### src/rtl/pyrite_bpi_flash_seq.sv
// pyrite_bpi_flash_seq
//   Sequences single asynchronous BPI (parallel NOR) flash read/write cycles
//   as SETUP -> PULSE -> HOLD, with per-command programmable phase lengths.
//
//   Optional feature macro: PYRITE_BPI_SEQ_POLL_EN
//     When defined, a write issued with cmd_poll=1 is followed by status
//     read cycles at the same address until dq[7]=1 or cfg_poll_max reads.
//
// Ports
//   clk, rst_n          clock, asynchronous active-low reset
//   cmd_*               command request (valid/ready), address {region,addr}
//   cfg_*               phase lengths minus one, poll read limit
//   rsp_valid           one-cycle completion strobe; rsp_rdata/rsp_error
//                       hold until the next strobe
//   busy                sequencer not idle
//   flash_*             flash pins (strobes active low)
//
// Handshake: a command transfers on the rising clk edge where cmd_valid and
// cmd_ready are both 1. cmd_ready is 1 only while idle (and out of reset),
// including the cycle in which rsp_valid is asserted, so a held cmd_valid
// starts the next command with no idle gap. Responses have no backpressure.
module pyrite_bpi_flash_seq #(
    parameter int FLASH_DATA_W = 16,
    parameter int FLASH_ADDR_W = 23,
    parameter int FLASH_RGN_W  = 1,
    parameter int TIMING_W     = 8
) (
    input  logic                            clk,
    input  logic                            rst_n,
    input  logic                            cmd_valid,
    output logic                            cmd_ready,
    input  logic                            cmd_write,
    input  logic                            cmd_poll,
    input  logic [FLASH_RGN_W+FLASH_ADDR_W-1:0] cmd_addr,
    input  logic [FLASH_DATA_W-1:0]         cmd_wdata,
    input  logic [TIMING_W-1:0]             cfg_setup,
    input  logic [TIMING_W-1:0]             cfg_pulse,
    input  logic [TIMING_W-1:0]             cfg_hold,
    input  logic [15:0]                     cfg_poll_max,
    output logic                            rsp_valid,
    output logic [FLASH_DATA_W-1:0]         rsp_rdata,
    output logic                            rsp_error,
    output logic                            busy,
    input  logic [FLASH_DATA_W-1:0]         flash_dq_i,
    output logic [FLASH_DATA_W-1:0]         flash_dq_o,
    output logic                            flash_dq_oe,
    output logic [FLASH_ADDR_W-1:0]         flash_addr,
    output logic [FLASH_RGN_W-1:0]          flash_region,
    output logic                            flash_region_oe,
    output logic                            flash_ce_n,
    output logic                            flash_oe_n,
    output logic                            flash_we_n,
    output logic                            flash_adv_n
);

    localparam int CMD_AW = FLASH_RGN_W + FLASH_ADDR_W;

    typedef enum logic [2:0] {
        S_IDLE, S_SETUP, S_PULSE, S_HOLD, S_POLL_GAP
    } state_t;

    state_t                 state_q, state_d;
    logic                   rdy_en_q;
    logic                   write_q;
    logic [CMD_AW-1:0]      addr_q;
    logic [FLASH_DATA_W-1:0] wdata_q;
    logic [TIMING_W-1:0]    setup_q, pulse_q, hold_q;
    logic [TIMING_W-1:0]    cnt_q;
    logic [FLASH_DATA_W-1:0] cap_q;
    logic                   rsp_valid_q;
    logic [FLASH_DATA_W-1:0] rsp_rdata_q;
    logic                   rsp_error_q;

    logic accept, phase_last, reading, poll_continue, poll_fail;

`ifdef PYRITE_BPI_SEQ_POLL_EN
    logic        poll_q;     // write requested status polling
    logic        polling_q;  // current cycle is a status read
    logic [15:0] poll_cnt_q; // status reads completed before this one
    logic [15:0] poll_max_q;

    assign reading = !write_q || polling_q;
    // Evaluated in HOLD: the write cycle always continues into polling; a
    // status read continues only while dq[7]=0 and the read limit remains.
    assign poll_continue = poll_q && (!polling_q ||
        (!cap_q[7] && ({1'b0, poll_cnt_q} + 17'd1 < {1'b0, poll_max_q})));
    assign poll_fail = polling_q && !cap_q[7];
`else
    logic unused_poll;
    assign unused_poll   = &{1'b0, cmd_poll, cfg_poll_max};
    assign reading       = !write_q;
    assign poll_continue = 1'b0;
    assign poll_fail     = 1'b0;
`endif

    assign accept = cmd_valid && cmd_ready;

    always_comb begin
        phase_last = 1'b1;
        case (state_q)
            S_SETUP: phase_last = (cnt_q == setup_q);
            S_PULSE: phase_last = (cnt_q == pulse_q);
            S_HOLD:  phase_last = (cnt_q == hold_q);
            default: phase_last = 1'b1;
        endcase
    end

    always_comb begin
        state_d = state_q;
        case (state_q)
            S_IDLE:     if (accept) state_d = S_SETUP;
            S_SETUP:    if (phase_last) state_d = S_PULSE;
            S_PULSE:    if (phase_last) state_d = S_HOLD;
            S_HOLD:     if (phase_last) state_d = poll_continue ? S_POLL_GAP : S_IDLE;
            S_POLL_GAP: state_d = S_SETUP;
            default:    state_d = S_IDLE;
        endcase
    end

    always_ff @(posedge clk or negedge rst_n) begin
        if (!rst_n) begin
            state_q     <= S_IDLE;
            rdy_en_q    <= 1'b0;
            write_q     <= 1'b0;
            addr_q      <= '0;
            wdata_q     <= '0;
            setup_q     <= '0;
            pulse_q     <= '0;
            hold_q      <= '0;
            cnt_q       <= '0;
            cap_q       <= '0;
            rsp_valid_q <= 1'b0;
            rsp_rdata_q <= '0;
            rsp_error_q <= 1'b0;
        end else begin
            state_q     <= state_d;
            rdy_en_q    <= 1'b1;
            rsp_valid_q <= 1'b0;
            if (state_d != state_q) cnt_q <= '0;
            else if (state_q != S_IDLE) cnt_q <= cnt_q + 1'b1;
            if (accept) begin
                write_q <= cmd_write;
                addr_q  <= cmd_addr;
                wdata_q <= cmd_wdata;
                setup_q <= cfg_setup;
                pulse_q <= cfg_pulse;
                hold_q  <= cfg_hold;
            end
            if (state_q == S_PULSE && phase_last && reading) cap_q <= flash_dq_i;
            if (state_q == S_HOLD && phase_last && !poll_continue) begin
                rsp_valid_q <= 1'b1;
                rsp_rdata_q <= reading ? cap_q : '0;
                rsp_error_q <= poll_fail;
            end
        end
    end

`ifdef PYRITE_BPI_SEQ_POLL_EN
    always_ff @(posedge clk or negedge rst_n) begin
        if (!rst_n) begin
            poll_q     <= 1'b0;
            polling_q  <= 1'b0;
            poll_cnt_q <= '0;
            poll_max_q <= '0;
        end else if (accept) begin
            poll_q     <= cmd_write && cmd_poll;
            polling_q  <= 1'b0;
            poll_cnt_q <= '0;
            poll_max_q <= cfg_poll_max;
        end else if (state_q == S_HOLD && phase_last && poll_continue) begin
            polling_q <= 1'b1;
            if (polling_q) poll_cnt_q <= poll_cnt_q + 16'd1;
        end
    end
`endif

    logic active;
    assign active = (state_q == S_SETUP) || (state_q == S_PULSE) || (state_q == S_HOLD);

    assign cmd_ready       = (state_q == S_IDLE) && rdy_en_q;
    assign busy            = (state_q != S_IDLE);
    assign rsp_valid       = rsp_valid_q;
    assign rsp_rdata       = rsp_rdata_q;
    assign rsp_error       = rsp_error_q;
    assign flash_dq_o      = wdata_q;
    assign flash_dq_oe     = active && !reading;
    assign flash_addr      = addr_q[FLASH_ADDR_W-1:0];
    assign flash_region    = addr_q[CMD_AW-1:FLASH_ADDR_W];
    assign flash_region_oe = active;
    assign flash_ce_n      = !active;
    assign flash_adv_n     = (state_q != S_SETUP);
    assign flash_oe_n      = !((state_q == S_PULSE) && reading);
    assign flash_we_n      = !((state_q == S_PULSE) && !reading);

endmodule
### config.mk
export PLATFORM = sky130hd
export DESIGN_NAME = pyrite_bpi_flash_seq
export DESIGN_NICKNAME = d
export VERILOG_FILES = /design/src/rtl/pyrite_bpi_flash_seq.sv
export SDC_FILE = /design/constraint.sdc
export NUM_CORES = 1
export LEC_CHECK = 0
export ABC_AREA = 1
export BUFFER_PORTS_ARGS = -buffer_cell sky130_fd_sc_hd__buf_2
export CELL_PAD_IN_SITES_DETAIL_PLACEMENT = 1
export CELL_PAD_IN_SITES_GLOBAL_PLACEMENT = 1
export CORE_MARGIN = 1.5
export CORE_UTILIZATION = 36
export DETAILED_ROUTE_END_ITERATION = 8
export PLACE_DENSITY_LB_ADDON = 0.1
export SLEW_MARGIN = 20
export SYNTH_ARGS = -nofsm -noshare
export SYNTH_HDL_FRONTEND = slang
export SYNTH_SLANG_ARGS = --single-unit
### constraint.sdc
create_clock -name clk -period 2.9 [get_ports clk]
set_input_delay 0.58 -clock clk [delete_from_list [all_inputs] [get_ports clk]]
set_output_delay 0.58 -clock clk [all_outputs]
set_load 0.01 [all_outputs]
# Word level (Yosys, flattened, before mapping)
# Cells that the tools add are included.
# word_totals
regBits,110
out_inout_bits,66
mem_bits_rw,0
romBits,0
latchBits,0
mem_count,0
# classes
n_mul,0
mux,10
n_reduce_logical,17
order_cmp,0
div,0
bitwise_logic,0
n_eq_ne,9
addsub,1
n_shift,0
# ops
operator,n
8-bit == test,3
16-bit two-way mux,1
8-bit two-way mux,2
3-bit case mux with 5 select lines,1
3-bit two-way mux,4
"8-bit by 1-bit adder with 8-bit output, second input constant",1
1-bit logical AND,8
"3-bit by 2-bit == test with 1-bit output, second input constant",2
1-bit logical NOT,4
"3-bit by 1-bit == test with 1-bit output, second input constant",1
"3-bit == test, second input constant",1
3-bit logical NOT,1
"3-bit by 1-bit != test with 1-bit output, second input constant",1
3-bit != test,1
1-bit case mux with 3 select lines,1
3-bit nonzero test,1
1-bit logical OR,2
2-bit nonzero test,1
1-bit two-way mux,1

# Logic depth before layout (Yosys ltp)
# Gate-level depths: netlist of the first run.
# logic_depth
word_depth,7
mapped_depth,17
ltp_nobuf,17

# Least setup slack after synthesis of the first run
# Ideal clock, no wire load.
# synth_timing
path_kind,register -> register
startpoint,register state_q[2]
endpoint,register cap_q[10]
required_ps,2775
path_buffers,2
stages_incl_launch_ff,14
slack_ps,835
setup_time_ps,125
arrival_time_ps,1940
cell_sequence,dfrtp_1 -> nor2_1 -> buf_4 -> nand3_1 -> nand4_1 -> nand2_1 -> nand2_1 -> nor2_2 -> and2_2 -> nor2_4 -> inv_2 -> nand2_4 -> buf_6 -> mux2_4
# synth_between
elab_chain_len,4
# synth_rtl
item,line,rtl
from (decl),62,"state_t state_q, state_d;"
from (signal assigned),136,state_q <= state_d;
3-bit by 2-bit == test with 1-bit output (tied with other cells),100,case (state_q)
1-bit case mux with 3 select lines,100,
1-bit logical AND * (2 in a row),149,if (state_q == S_PULSE && phase_last && reading) cap_q <= flash_dq_i;
to (signal assigned),149,
to (decl),69,logic [FLASH_DATA_W-1:0] cap_q;
# Every way passes the cells marked *; elsewhere a longest branch is shown, timed or not.
# A chain may end at the register's enable or synchronous reset.

# Final worst setup path of the first run
# layout_timing
startpoint,register state_q[2]
endpoint,register cap_q[0]
# The elaborated chain is that of the path after synthesis.

==> summary.txt, run 1 <==
status -> finished clean
most used cell, CP -> nand2_1
path category of the worst min-delay check -> primary input to asynchronous set/reset pin
Slew Viols, Final -> 0
register bit total from synthesis -> 110
Synth Area in Adders -> 0.261%
Finished Cell Area -> 6050 um^2
mux cell area share after synthesis -> 4.55%
worst r2r path cells -> 13
largest family of logic cells by synthesized area -> simple AND/OR/NAND/NOR gates
H-tree levels -> 3
CP peak stage delay -> 0.42 ns
max_cap viols -> 0
Synth Area in XOR/XNOR -> 0.915%
Post-CTS Resized -> 0
final hold vios -> 0
Synth Area in Simple Gates -> 28.4%
Setup crit start -> state_q[2]
I/O Buffers -> 148
syn_area_per_cell -> 8.86 um^2
TritonCTS clock tree -> done
final setup violation count -> 0
Net Switching -> 2.01 mW
clock buffer depth -> 2
crit path DAT -> 2.63 ns
commonest non-fill, non-tap cell in the layout -> nand2_1
GP Congestion -> 0.766
Post-synth top flop -> dfrtp_1
Setup crit start kind -> flop
row cnt -> 41
layout cells sized above 1 -> 29.6%
Sw Share -> 35.1%
CP Capture Type -> flop
first-pass GRT wire length -> 21700 um
clock network power share -> 22.9%
Setup TNS -> 0 ns
EDFF count, synth -> 0
Relative slew margins -> 64.7%
Syn. warnings -> 0
maximum VDD drop -> 387 uV
postcts setup bufs -> 0
asr flop ratio synth -> 100%
worst path cell trace -> inv_2 > nand2_2 > nand2_1 > nand3_1 > nand2_1 > nand2_1 > nand2_1 > nor2_2 > and2_2 > nor2_4 > inv_2 > nand2_4 > mux2_2
Die X -> 118 um
clk sinks -> 110
Pwr Density -> 946 nW/um^2
routed vias -> 4057
slowest CP cell -> dfrtp_1
Flop pwr share -> 44.5%
initial antenna violation count -> 2
area delta synth->final -> 26.3%
vias per inst -> 4.68
die area -> 14000 um^2
most frequent cells in the layout -> nand2_1 (239), buf_2 (147), dfrtp_1 (110)
crit path max fanout -> 16
WL final -> 12800 um
Detailed Routing Iterations Pass 1 -> 4
# hold bufs at CTS -> 0
Synth Area in Compound Gates -> 2.20%
Int Pwr -> 3.71 mW
Core ar. -> 12800 um^2
IO Count -> 167
Starting Density -> 37.5%
clock root cell -> clkbuf_16
Reg clk slew, reported paths -> 0.07 ns
post-DP HPWL -> 9280 um
Comb power frac -> 32.6%
RSZ-0062 raised after global routing -> no
DR DRC count -> 0
RR Startpoint -> state_q[2]
cell leakage power -> 3.33 nW
vias in the first global route -> 4343
sequential area share after synthesis -> 57.5%
critical path class -> flop to flop
clock skew -> 0.00626 ns
Post-Place Cell Area -> 5730 um^2
total gr overflow -> 0
largest net degree at the start of global routing -> 54
synth unique cells -> 28
cells after synthesis -> 540
Die H -> 118 um
fin crit share -> 82.8%
synthesized cell area -> 4790 um^2
Critical Path RT -> 3.13 ns
pin slew with the least headroom to its limit -> 0.529 ns
number of DRC markers in iteration 0 -> 118
Fmax -> 0.417 GHz
CTS Buf Count -> 9
wire per inst -> 14.8 um
final net count -> 790
Clk Latency, worst-skew pair -> 0.34 ns
GRT Util Overall -> 19.3%
min Tclk post-route -> 2.40 ns
antenna-violating nets left -> 0
## routing by layer
layer,vias up,wire length [um],track usage [%]
met2,88,6070,31.0
li1,1995,-,-
met3,11,732,5.55
met4,2,142,6.25
met5,-,10,0
met1,1961,5860,25.2
## worst max-delay path: cells and delay by family, from the launching register on
kind	cells	cell delay [ns]
muxes	1	0.38
DFF	1	0.42
buffers and inverters	2	0.21
and+or+nand+nor	10	1.28
## Yosys cell counts (3+ instances only)
| cell | count | area share, % |
|---|---|---|
| nor2_1 | 8 | 0.63 |
| buf_4 | 8 | 1.3 |
| nand3_1 | 44 | 4.6 |
| nand4_1 | 20 | 2.6 |
| mux2_2 | 6 | 1.4 |
| o21ai_0 | 18 | 1.9 |
| inv_2 | 3 | 0.24 |
| mux2_4 | 10 | 3.1 |
| inv_1 | 34 | 2.7 |
| buf_2 | 13 | 1.4 |
| xor2_1 | 5 | 0.91 |
| dfrtp_1 | 110 | 58 |
| clkbuf_1 | 3 | 0.24 |
| nand2_1 | 240 | 19 |
## cell type report
type / instances / area (um^2)
clock buffers: 12 / 267
clock inverters: 4 / 51.3
well taps: 172 / 215
flip-flops and latches: 110 / 2750
multi-input cells: 368 / 1750
repair buffers: 161 / 866
inverters: 38 / 143
diodes: 1 / 2.50
fillers: 1561 / 6730
## per-stage QoR
step	hold slack (ns)	utilization [%]	worst slack [ns]	total power, mW	cells
final	0.201	47.3	0.500	5.72	866
after global placement	0.458	44.8	0.540	4.37	849
after global routing	0.238	47.3	0.194	6.18	866
after floorplan	0.284	-	0.835	3.65	541
after detailed placement	0.461	44.8	0.496	4.47	849
after CTS	0.223	47.3	0.476	5.82	865
## power groups by stage
stage          Sequential [mW]  Clock, mW  Combinational (mW)
3_3_place_gp              2.53          0                1.83
6_report                  2.54       1.31                1.87
4_1_cts                   2.56       1.35                1.91
3_5_place_dp              2.57          0                1.91
2_1_floorplan             2.65          0               0.997
5_1_grt                   2.65       1.41                2.13
## cell families after synthesis
logic type / after synthesis
compound gates: 21
simple gates: 322
other cells: 2
mux: 16
flops: 110
buf+inv: 63
fa+ha+maj: 1
xor+xnor: 5
## worst paths after layout
path	end	slack (ns)
worst min-delay path	flash_dq_o[0]	0.20
worst min register to register	addr_q[5]	0.47
min in group clk	addr_q[3]	0.43
max in group asynchronous	flash_dq_o[12]	1.99
worst max register to register	cap_q[0]	0.50
worst max-delay path	cap_q[0]	0.50
## flip-flops by register name, summed over array words and instances, names as in the netlist
signal / cells
rsp_rdata: 16
hold_q: 8
write_q: 1
flash_dq_o: 16
pulse_q: 8
rdy_en_q: 1
addr_q: 24
setup_q: 8
cap_q: 16
rsp_valid: 1
cnt_q: 8
state_q: 3
Power figures use the tool's default switching activity.
==> run 2, diff against run 1 <==
--- a/config.mk
+++ b/config.mk
@@ -10,7 +10,7 @@
 export CELL_PAD_IN_SITES_DETAIL_PLACEMENT = 1
 export CELL_PAD_IN_SITES_GLOBAL_PLACEMENT = 1
 export CORE_MARGIN = 1.5
-export CORE_UTILIZATION = 36
+export CORE_UTILIZATION = 33
 export DETAILED_ROUTE_END_ITERATION = 8
 export PLACE_DENSITY_LB_ADDON = 0.1
 export SLEW_MARGIN = 20
==> constraint.sdc (replaced) <==
create_clock -name clk -period 1.92 [get_ports clk]
set_input_delay 0.384 -clock clk [delete_from_list [all_inputs] [get_ports clk]]
set_output_delay 0.384 -clock clk [all_outputs]
set_load 0.01 [all_outputs]
==> run 2 against run 1 <==
  * The run now ends with negative setup slack left
  * Sequential power rose by 54%
  * Via count grew 10%
  * Die area is 8.9% higher
  * Routed wire length increased by 30%
  * Critical path type unchanged
  * Largest cell class unchanged
==> summary.txt, run 2 (synthesized netlist as in run 1, its figures left out) <==
critical path class -> flop to flop
Fmax -> 0.415 GHz
vias in the first global route -> 4581
worst slack, placed -> -0.405 ns
failing checks -> negative setup slack
Pwr Density -> 1350 nW/um^2
post-DP HPWL -> 9870 um
Tot Pwr -> 9.75 mW
initial antenna violation count -> 1
cell leakage power -> 3.87 nW
total gr overflow -> 0
Clk Latency, worst-skew pair -> 0.36 ns
I/O Buffers -> 148
IO Count -> 167
clock root cell -> clkbuf_16
Die H -> 123 um
clock buffer depth -> 2
Final WS setup -> -0.489 ns
pin slew with the least headroom to its limit -> 0.500 ns
maximum VDD drop -> 589 uV
largest net degree at the start of global routing -> 50
Relative slew margins -> 66.7%
most frequent cells in the layout -> nand2_1 (226), buf_2 (145), dfrtp_1 (108)
Detailed Routing Iterations Pass 1 -> 4
WL final -> 16600 um
Setup TNS -> -19.10 ns
Setup crit start kind -> flop
area of the multi-input gates -> 1990 um^2
max reg flops -> 24
Die X -> 123 um
GRT Util Overall -> 19.5%
crit path max fanout -> 8
die area -> 15200 um^2
fillers -> 1631
Antenna Cells -> 0
DR DRC count -> 0
Reg clk slew, reported paths -> 0.07 ns
CTS Buf Count -> 9
routed vias -> 4461
clock skew -> 0.00537 ns
wire per inst -> 17.8 um
vias per inst -> 4.78
Min Hold Slack -> 0.213 ns
crit path DAT -> 2.70 ns
final setup violation count -> 98
CP Capture Type -> flop
H-tree levels -> 3
TritonCTS clock tree -> done
path category of the worst min-delay check -> primary input to flop
Critical Path RT -> 2.21 ns
Slew Viols, Final -> 0
clk sinks -> 110
commonest non-fill, non-tap cell in the layout -> nand2_1
RSZ-0062 raised after global routing -> yes
status -> finished with violations
area delta synth->final -> 50.8%
number of DRC markers in iteration 0 -> 211
final hold vios -> 0
Starting Density -> 34.1%
Reg area -> 2760 um^2
layout cells sized above 1 -> 39.5%
final net count -> 851
first-pass GRT wire length -> 22800 um
row cnt -> 43
R2R Setup Slk -> -0.49 ns
largest register by flop count -> addr_q
fin crit share -> 125%
Core ar. -> 14000 um^2
max_cap viols -> 0
GP Congestion -> 0.784
antenna-violating nets left -> 0
min Tclk post-route -> 2.41 ns
-- run 2: cell count changes in the layout (fill, tap and decap cells not counted), sizes merged --
cell,change
buf,+44
bufinv,+1
clkbuf,+12
clkinv,+3
clkinvlp,-1
diode,-1
dlygate4sd3,+1
inv,-1
nand2,+2
-- run 2: worst paths after layout --
check	from	depth (start not counted)	endpoint
setup / recovery	state_q[2]	16	rsp_rdata[3]
hold / removal	cmd_addr[8]	3	addr_q[8]
setup reg to reg	state_q[2]	16	rsp_rdata[3]
hold reg to reg	addr_q[1]	2	addr_q[1]
max in group asynchronous	rst_n	3	rsp_valid
min in group asynchronous	rst_n	2	flash_dq_o[1]
-- run 2: critical path, stage by stage, from the launching register on --
cell       delay [ns]
dfrtp_1          0.43
inv_2            0.16
buf_12           0.13
nand4_1          0.11
nand3_1          0.12
nand2_1          0.08
nand2_1          0.08
nand2_1          0.08
nor2_4           0.15
and2_4           0.17
nor2_4           0.04
buf_12           0.12
nor3_4           0.18
buf_6            0.15
clkbuf_16        0.15
nand3_1          0.08
o21ai_1          0.09
-- run 2: area by class of cell --
type,count,area share [%]
Clock buffer,11,3.22
Tap cell,180,3.12
Inverter,38,2.15
Timing Repair inverter,1,0.225
Sequential cell,110,38.2
Timing Repair Buffer,219,24.4
Multi-Input combinational cell,370,27.5
Clock inverter,5,1.14
-- run 2: what timing repair did --
item,4_1_cts,5_1_grt
hold buffers,1,0
setup endpoints to repair,48,79
gates cloned,1,22
endpoints found under the hold margin,2,0
resized for setup,24,73
pin swaps,6,19
setup buffers,6,13
-- run 2: power breakdown --
part           switching, mW  total [mW]  internal (mW)
registers              0.627        3.91           3.28
clock network          0.880        2.03           1.15
logic                   2.00        3.81           1.81
-- run 2: per-stage QoR --
step	std cells	area, um^2	util (%)
global placement	877	6010	42.8
finish	934	7220	51.4
CTS	901	6470	46.1
floorplan	541	4830	-
global route	934	7220	51.4
detailed placement	877	6010	42.8
-- run 2: per-layer routing --
| metal | wire (um) | track usage [%] | vias to the layer above |
|---|---|---|---|
| li1 | - | - | 2125 |
| met5 | 16 | 0 | - |
| met3 | 835 | 5.90 | 23 |
| met4 | 301 | 6.39 | 2 |
| met2 | 8220 | 33.4 | 93 |
| met1 | 7270 | 23.4 | 2218 |
